### src/rtl/game_pkg.sv
// Shared definitions for the ball-and-paddle game blocks: FSM state encoding,
// game mode encodings, score width and a saturating score increment.
package game_pkg;

  localparam int SCORE_W = 5;

  typedef logic [SCORE_W-1:0] score_t;

  typedef enum logic [1:0] {
    IDLE       = 2'd0,
    SERVE_WAIT = 2'd1,
    PLAY       = 2'd2,
    OVER       = 2'd3
  } state_t;

  localparam logic [1:0] MODE_TENNIS   = 2'b00;
  localparam logic [1:0] MODE_SOCCER   = 2'b01;
  localparam logic [1:0] MODE_SQUASH   = 2'b10;
  localparam logic [1:0] MODE_PRACTICE = 2'b11;

  // Scores stop at the all-ones value instead of wrapping.
  function automatic score_t sat_inc(input score_t s);
    return (s == '1) ? s : s + 1'b1;
  endfunction

endpackage

### src/rtl/button_sync.sv
// Two-flop synchronizer for an asynchronous level input followed by a
// rising-edge detector producing a one-cycle pulse.
// Ports:
//   clk   - system clock
//   rst   - asynchronous active-high reset
//   din   - raw asynchronous button level
//   pulse - one-cycle pulse, high in the cycle after the synchronized rise
module button_sync (
  input  logic clk,
  input  logic rst,
  input  logic din,
  output logic pulse
);

  // [0] and [1] form the synchronizer, [2] holds the previous synced level.
  logic [2:0] sync_q;

  always_ff @(posedge clk or posedge rst) begin
    if (rst) sync_q <= '0;
    else     sync_q <= {sync_q[1:0], din};
  end

  assign pulse = sync_q[1] & ~sync_q[2];

endmodule

### src/rtl/match_sequencer.sv
// Match-level sequencer: owns serve/point/game-over flow and the scores, and
// gates the ball engine through ball_enable and serve_req.
// Ports:
//   clk, rst            - clock, asynchronous active-high reset
//   tick                - one-cycle frame pulse, paces the auto-serve delay
//   mode                - 00 tennis, 01 soccer, 10 squash, 11 practice
//   serve_type          - 0 auto serve, 1 manual serve
//   serve               - raw serve button (asynchronous level)
//   point_p1, point_p2  - rally-won pulses from the ball engine
//   ball_enable         - ball may move
//   serve_req           - one-cycle launch pulse from server's side
//   server              - 0 player 1 serves, 1 player 2 serves
//   p1_score, p2_score  - scores
//   game_over, winner   - match finished / who won (valid with game_over)
//   state               - current FSM state
//
// state      | meaning
// IDLE       | after reset, ball frozen, waiting for first serve press
// SERVE_WAIT | ball frozen, waiting for serve press or auto-serve delay
// PLAY       | ball moving, waiting for a point report
// OVER       | match decided, scores held until serve press restarts
module match_sequencer
  import game_pkg::*;
#(
  parameter int WIN_SCORE  = 15,
  parameter int AUTO_DELAY = 120
) (
  input  logic               clk,
  input  logic               rst,
  input  logic               tick,
  input  logic [1:0]         mode,
  input  logic               serve_type,
  input  logic               serve,
  input  logic               point_p1,
  input  logic               point_p2,
  output logic               ball_enable,
  output logic               serve_req,
  output logic               server,
  output logic [SCORE_W-1:0] p1_score,
  output logic [SCORE_W-1:0] p2_score,
  output logic               game_over,
  output logic               winner,
  output logic [1:0]         state
);

  localparam logic [7:0] DELAY_LOAD = 8'(AUTO_DELAY);
  localparam score_t     WIN_VAL    = score_t'(WIN_SCORE);

  logic       serve_edge;
  state_t     state_q, state_d;
  logic [7:0] wait_cnt_q, wait_cnt_d;
  score_t     p1_d, p2_d, p1_inc, p2_inc;
  logic       server_d, game_over_d, winner_d, serve_req_d, ball_enable_d;
  logic       launch, scorer, win_hit;

  button_sync u_serve_sync (
    .clk   (clk),
    .rst   (rst),
    .din   (serve),
    .pulse (serve_edge)
  );

  always_ff @(posedge clk or posedge rst) begin
    if (rst) begin
      state_q     <= IDLE;
      wait_cnt_q  <= '0;
      p1_score    <= '0;
      p2_score    <= '0;
      server      <= 1'b0;
      game_over   <= 1'b0;
      winner      <= 1'b0;
      serve_req   <= 1'b0;
      ball_enable <= 1'b0;
    end else begin
      state_q     <= state_d;
      wait_cnt_q  <= wait_cnt_d;
      p1_score    <= p1_d;
      p2_score    <= p2_d;
      server      <= server_d;
      game_over   <= game_over_d;
      winner      <= winner_d;
      serve_req   <= serve_req_d;
      ball_enable <= ball_enable_d;
    end
  end

  always_comb begin
    state_d     = state_q;
    wait_cnt_d  = wait_cnt_q;
    p1_d        = p1_score;
    p2_d        = p2_score;
    server_d    = server;
    game_over_d = game_over;
    winner_d    = winner;
    serve_req_d = 1'b0;
    launch      = 1'b0;
    win_hit     = 1'b0;
    scorer      = point_p2;
    p1_inc      = sat_inc(p1_score);
    p2_inc      = sat_inc(p2_score);

    case (state_q)
      IDLE: begin
        if (serve_edge) begin
          state_d    = SERVE_WAIT;
          wait_cnt_d = DELAY_LOAD;
        end
      end

      SERVE_WAIT: begin
        // The counter only moves in auto mode, so toggling serve_type
        // mid-wait resumes from where it stopped.
        if (!serve_type && tick) begin
          wait_cnt_d = (wait_cnt_q == '0) ? '0 : wait_cnt_q - 8'd1;
          launch     = (wait_cnt_q <= 8'd1);
        end
        if (serve_edge) launch = 1'b1;
        if (launch) begin
          serve_req_d = 1'b1;
          state_d     = PLAY;
        end
      end

      PLAY: begin
        if (point_p1 && point_p2) begin
          state_d    = SERVE_WAIT;
          wait_cnt_d = DELAY_LOAD;
        end else if (point_p1 || point_p2) begin
          if (point_p1) p1_d = p1_inc;
          else          p2_d = p2_inc;
          case (mode)
            // New total is even exactly when both LSBs agree.
            MODE_TENNIS: if (p1_d[0] == p2_d[0]) server_d = ~server;
            MODE_SOCCER: server_d = ~scorer;
            default:     server_d = scorer;
          endcase
          win_hit = (mode != MODE_PRACTICE) &&
                    ((scorer ? p2_d : p1_d) == WIN_VAL);
          if (win_hit) begin
            state_d     = OVER;
            game_over_d = 1'b1;
            winner_d    = scorer;
          end else begin
            state_d    = SERVE_WAIT;
            wait_cnt_d = DELAY_LOAD;
          end
        end
      end

      OVER: begin
        if (serve_edge) begin
          p1_d        = '0;
          p2_d        = '0;
          server_d    = 1'b0;
          game_over_d = 1'b0;
          wait_cnt_d  = DELAY_LOAD;
          state_d     = SERVE_WAIT;
        end
      end

      default: state_d = IDLE;
    endcase

    ball_enable_d = (state_d == PLAY);
  end

  assign state = state_q;

endmodule

### config.mk
export PLATFORM = sky130hd
export DESIGN_NAME = match_sequencer
export DESIGN_NICKNAME = d
export VERILOG_FILES = /design/src/rtl/game_pkg.sv /design/src/rtl/button_sync.sv /design/src/rtl/match_sequencer.sv
export SDC_FILE = /design/constraint.sdc
export NUM_CORES = 1
export LEC_CHECK = 0
export BUFFER_PORTS_ARGS = -buffer_cell sky130_fd_sc_hd__buf_2
export CORE_ASPECT_RATIO = 1.2
export CORE_MARGIN = 2
export CORE_UTILIZATION = 45
export DETAILED_ROUTE_END_ITERATION = 6
export PLACE_DENSITY = 0.7
export SETUP_SLACK_MARGIN = 0.15
export SLEW_MARGIN = 20
export SYNTH_ARGS = -nofsm -noshare
export SYNTH_HDL_FRONTEND = slang
export SYNTH_SLANG_ARGS = --single-unit
### constraint.sdc
create_clock -name clk -period 3.24 [get_ports clk]
set_clock_uncertainty 0.15 [all_clocks]
set_input_delay 0.162 -clock clk [delete_from_list [all_inputs] [get_ports clk]]
set_output_delay 0.162 -clock clk [all_outputs]
set_load 0.02 [all_outputs]
-- Yosys cells after proc, flatten, opt, wreduce, memory -nomap -nowiden
Cells that the tools add are included.
- $add $sub $neg: 3
- multipliers: 0
- divide/modulo/power cells: 0
- $lt $le $gt $ge: 1
- equality and inequality tests: 19
- shift operators: 0
- mux-type cells: 46
- bitwise logic cells: 5
- reductions and logical operators: 15
- operators by type and width (operator ; count):
    two-way mux 5 bit ; 16
    two-way mux 8 bit ; 6
    one-hot mux 8 bit (3 select lines) ; 1
    one-hot mux 5 bit (2 select lines) ; 2
    two-way mux 1 bit ; 12
    inequality test 2 bit (second input constant) ; 6
    AND reduction 4 bit ; 3
    adder 5 x 1 -> 5 bit (second input constant) ; 2
    equality test 5 bit (second input constant) ; 2
    two-way mux 2 bit ; 5
    AND reduction 5 bit ; 2
    inequality test 3 bit (second input constant) ; 3
    <= comparator 8 x 1 -> 1 bit (second input constant) ; 1
    logical NOT 8 bit ; 1
    subtractor 8 x 1 -> 8 bit (second input constant) ; 1
    equality test 2 bit (second input constant) ; 3
    one-hot mux 1 bit (2 select lines) ; 3
    one-hot mux 2 bit (3 select lines) ; 1
    equality test 5 x 4 -> 1 bit (second input constant) ; 1
    equality test 2 x 1 -> 1 bit (second input constant) ; 2
    logical NOT 2 bit ; 2
    NOT 1 bit ; 4
    logical AND 1 bit ; 3
    inequality test 2 x 1 -> 1 bit (second input constant) ; 1
    other kinds (6) ; 6
- bits in registers: 28
- latch bits: 0
- memory bits (writable): 0
- ROM bits: 0
- bits of input ports: 9
- output and inout port bits: 17
- logic and storage cells: 99
- memories: 0

-- Logic depth before layout (Yosys ltp)
- word-level depth: 14
- depth in mapped cells: 10
- gate-level depth less buffers: 8

-- Cells and area by module
From an unflattened synthesis, not the netlist that was laid out.
- cell total of the unflattened synthesis: 201
- area total of the unflattened synthesis: 1845.5 um2
- by module, submodules not included (module ; instances ; cells each ; area each (um2) ; sequential area each (um2)):
    match_sequencer ; 1 ; 196 ; 1752.9 ; 625.6
    button_sync ; 1 ; 5 ; 92.6 ; 75.1

-- Worst setup path before layout
No wires, ideal clock.
- kind: flip-flop to flip-flop
- start: reg p2_score[1]
- end: reg wait_cnt_q[0]
- library setup time: 0.125 ns
- data arrival time: 2.535 ns
- data required time: 2.965 ns
- path slack: 0.430 ns
- stages on the path, launching flop included: 9
- buffers on the path: 1
- clock period less this slack: 2.810 ns
- cells stage by stage: dfrtp_1 -> ha_1 -> a41o_4 -> or3b_4 -> a2111oi_4 -> o211ai_4 -> and2_4 -> buf_6 -> mux2_4
- word-level cells in the longest chain between the ends: 11
- elaborated cells on any way between the ends: 12
- those cells by class: 1 x add/sub; 3 x eq/ne; 6 x mux; 2 x reduce/logical
- RTL lines (what ; RTL line ; RTL):
    start, declared ; match_sequencer.sv:40 ; output logic [SCORE_W-1:0] p2_score,
    start signal, assigned ; match_sequencer.sv:78 ; p2_score <= p2_d;
    adder 5 x 1 -> 5 bit or equality test 5 bit (tied branches) ; game_pkg.sv:23 ; return (s == '1) ? s : s + 1'b1;
    two-way mux 5 bit ; game_pkg.sv:23 ;
    two-way mux 5 bit * ; match_sequencer.sv:129 ; if (point_p1) p1_d = p1_inc;
    two-way mux 5 bit * ; match_sequencer.sv:128 ; end else if (point_p1 || point_p2) begin
    two-way mux 5 bit * ; match_sequencer.sv:125 ; if (point_p1 && point_p2) begin
    two-way mux 5 bit * ; match_sequencer.sv:102 ; case (state_q)
    two-way mux 5 bit * ; match_sequencer.sv:138 ; ((scorer ? p2_d : p1_d) == WIN_VAL);
    equality test 5 x 4 -> 1 bit * ; match_sequencer.sv:138 ;
    logical AND 1 bit * ; match_sequencer.sv:137 ; win_hit = (mode != MODE_PRACTICE) &&
    inequality test 3 bit (no line) * ; -- ;
    AND reduction 4 bit (no line) * ; -- ;
    end signal, assigned ; match_sequencer.sv:76 ; wait_cnt_q <= wait_cnt_d;
    end, declared ; match_sequencer.sv:51 ; logic [7:0] wait_cnt_q, wait_cnt_d;
Every way passes the cells marked *; elsewhere a longest branch is shown, timed or not. The select of a mux whose other input is x is not followed.
A chain may end at the register's enable or synchronous reset.

-- Final worst setup path
- start: reg p2_score[0]
- end: reg wait_cnt_q[1]
Same word-level chain as after synthesis.

==> metrics.txt <==
Post-synth ARST share=100%; # rows=25; Yosys top cell area share=between 30% and 40%; CTS tree=done; Comb pwr share=between 50% and 60%; Setup crit end kind=flip-flop; Int Pwr=1010 uW; IO Count=26; Layout Nets=251; PD cells=about 850 nW/um2; vias per cell=between 5 and 6; Placed Area=2050 um2; RSZ-0062 raised after global routing=false; fmax=0.351 GHz; Peak VDD IR=0.380 mV; TNS Setup=0 ns; reg2reg start=p2_score[0]; worst r2r dst=wait_cnt_q[1]; dpl hpwl=between 2000 and 3000 um; critical path class=flip-flop to flip-flop; wire length per cell=14.3 um; FF-to-FF path depth=7; root buf cell=clkbuf_8; crit-path max FO=9; Hold Crit Class=input port to flip-flop; period utilization=87.9%; Leak=0.000968 uW; share of cells above drive strength 1=20.4%; Flop pwr share=33.0%; final setup fails=0; Least-Margin Pin Slew=0.585 ns; Synth Instances=206; NetSw=slightly above 800 uW; reg2reg setup slack=0.39 ns; Synthesized Nets=226; initial antenna violation count=0; Area Overhead vs Synth=13.1%; GP Congestion=approximately 0.82; total grt overflow=0; final slew viol count=0; Synth Flop Type=dfrtp_1; DIE WIDTH=between 60 and 70 um; cell area after layout=2150 um2; first-pass GRT wire length=6830 um; n_diodes=0; minimum clock period after layout=between 2 and 3 ns; CTS buffer count=3; residual DRC count=0; maxcap violations=0; Sequential Area=701 um2; Worst EP required=3.26 ns; H-tree depth reported by CTS=1; final wirelength=~4000 um; synth top area cells=dfrtp_1, ha_1, nand2_1, a21oi_1, o21ai_0; Worst Setup SP=p2_score[0]; status=complete, no violations; Sw Ratio=44.8%; routed vias=between 1500 and 2000; Clk pin slew, worst setup/hold paths=0.10 ns; total clock sinks=28; Hold EP=winner; Synth cell types=48; DR iter-0 viols=83; Worst Path Arrival=2.87 ns; largest net degree at the start of global routing=29; biggest area consumer among synthesized cells=dfrtp_1; Post-synth EDFFs=0; synthesis-stage register bit count=28; sequential area share after synthesis=36.9%; postcts setup bufs=0; clock power share=15.4%; clk_lat worst skew=around 0.28 ns; vias in the first global route=1511; Min-Delay Startpoint=point_p2; Worst slew margin=61.0%; Die ar.=4750 um2; hold path cells=3; Antenna Violating Nets Remaining=0; fillcell total=413; most frequent cells after synthesis=dfrtp_1, nand2_1, inv_1, a21oi_1, o21ai_0; multi-input combinational cell area=1090 um2; count leader, synth=dfrtp_1; synth warn=0; Total GRT Usage=a little under a fifth; Post-Syn Area per Cell=9.21 um2; Initial DRT Pass Iterations=4; core area=approximately 4000 um2; IO buf count=25; Starting Density=47.4%; CP startpoint kind=flip-flop; die span in y=roughly 75 um; maximum clock insertion buffer count=2; Hold Vio Cnt, Final=0; synthesized area=1900 um2
stage by stage:
step	std cells	setup WS, ns	total power [uW]	hold WS [ns]	util [%]
after global placement	278	0.457	1550	0.120	51.3
final	284	0.393	1830	0.0996	53.6
after detailed placement	278	0.408	1550	0.122	51.3
after global routing	284	0.282	1970	0.127	53.6
after CTS	283	0.388	1840	0.0275	53.3
after floorplan	206	0.430	1340	0.0434	-
sequential cells by signal (all words and copies together) (netlist names):
| name | cells |
|---|---|
| u_serve_sync.sync_q | 3 |
| server | 1 |
| p2_score | 5 |
| game_over | 1 |
| ball_enable | 1 |
| state | 2 |
| winner | 1 |
| p1_score | 5 |
| wait_cnt_q | 8 |
| serve_req | 1 |
per-layer routing:
metal  GRT usage (%)  share of wire (%)
met1            22.9                 45
met5               0                  0
met3            2.24                3.2
met4            4.83                1.3
met2            33.3                 50
worst max-delay path by stage:
| stage | end | slack (ns) | cells past startpoint |
|---|---|---|---|
| final | wait_cnt_q[1] | 0.39 | 7 |
| after global placement | wait_cnt_q[0] | 0.46 | 7 |
| after floorplan | wait_cnt_q[0] | 0.43 | 8 |
| after global routing | wait_cnt_q[0] | 0.28 | 7 |
| after CTS | wait_cnt_q[1] | 0.39 | 7 |
| after detailed placement | wait_cnt_q[1] | 0.41 | 7 |
worst max-delay path, stage by stage, from the launching register on:
cell and delay [ns]:
dfrtp_1 0.49, ha_1 0.27, a41o_4 0.31, or3b_4 0.38, a2111oi_4 0.47, o211ai_4 0.15
and2_4 0.23, mux2_4 0.29
cells in the final DEF (no fill, tap or decap), types with 2 or more instances in the layout:
cell type,n
dfrtp_1,28
buf_2,25
nand2_1,21
inv_1,14
a21oi_1,14
o21ai_0,12
ha_1,11
nor2_1,10
nand3_1,7
nor3_1,6
o31ai_1,5
and3_1,5
nand2b_1,4
xor2_1,4
nor2b_1,4
nand4_1,4
a22o_2,4
a31oi_1,4
a21o_1,3
nor4_1,3
o211ai_1,3
clkbuf_8,3
nand4b_1,2
a2111oi_4,2
xnor2_1,2
nand3b_1,2
mux2_4,2
dlygate4sd3_1,2
buf_4,2
cells by family (layout without fill, tap and decap cells):
family / after synthesis / in the layout / share of synthesized area, %
adders and majority gates: 11 / 11 / 7.26
buffers and inverters: 24 / 48 / 5.61
muxes: 3 / 3 / 2.11
AOI/OAI and AO/OA: 59 / 59 / 24.4
DFF: 28 / 28 / 36.9
and+or+nand+nor: 75 / 75 / 20.9
xor gates and xnor gates: 6 / 6 / 2.77
layout make-up:
| type | instances | area share [%] |
|---|---|---|
| repair buffers | 29 | 7.46 |
| clock inverters | 1 | 1.40 |
| well taps | 54 | 3.15 |
| multi-input cells | 154 | 50.8 |
| flip-flops and latches | 28 | 32.7 |
| inverters | 15 | 2.62 |
| clock buffers | 3 | 1.92 |
timing repair:
item                      in CTS  in global routing
hold buffers                   1                  1
resized for setup              0                  0
hold endpoints to repair       1                 28
power groups by stage:
stage                     logic, uW  registers (uW)  clock network (uW)
after floorplan                 689             652                   0
after CTS                       947             604                 288
after global placement          940             607                   0
final                           942             603                 280
after detailed placement        942             610                   0
after global routing           1040             628                 301
No activity file was read; power rests on OpenSTA's default activity.
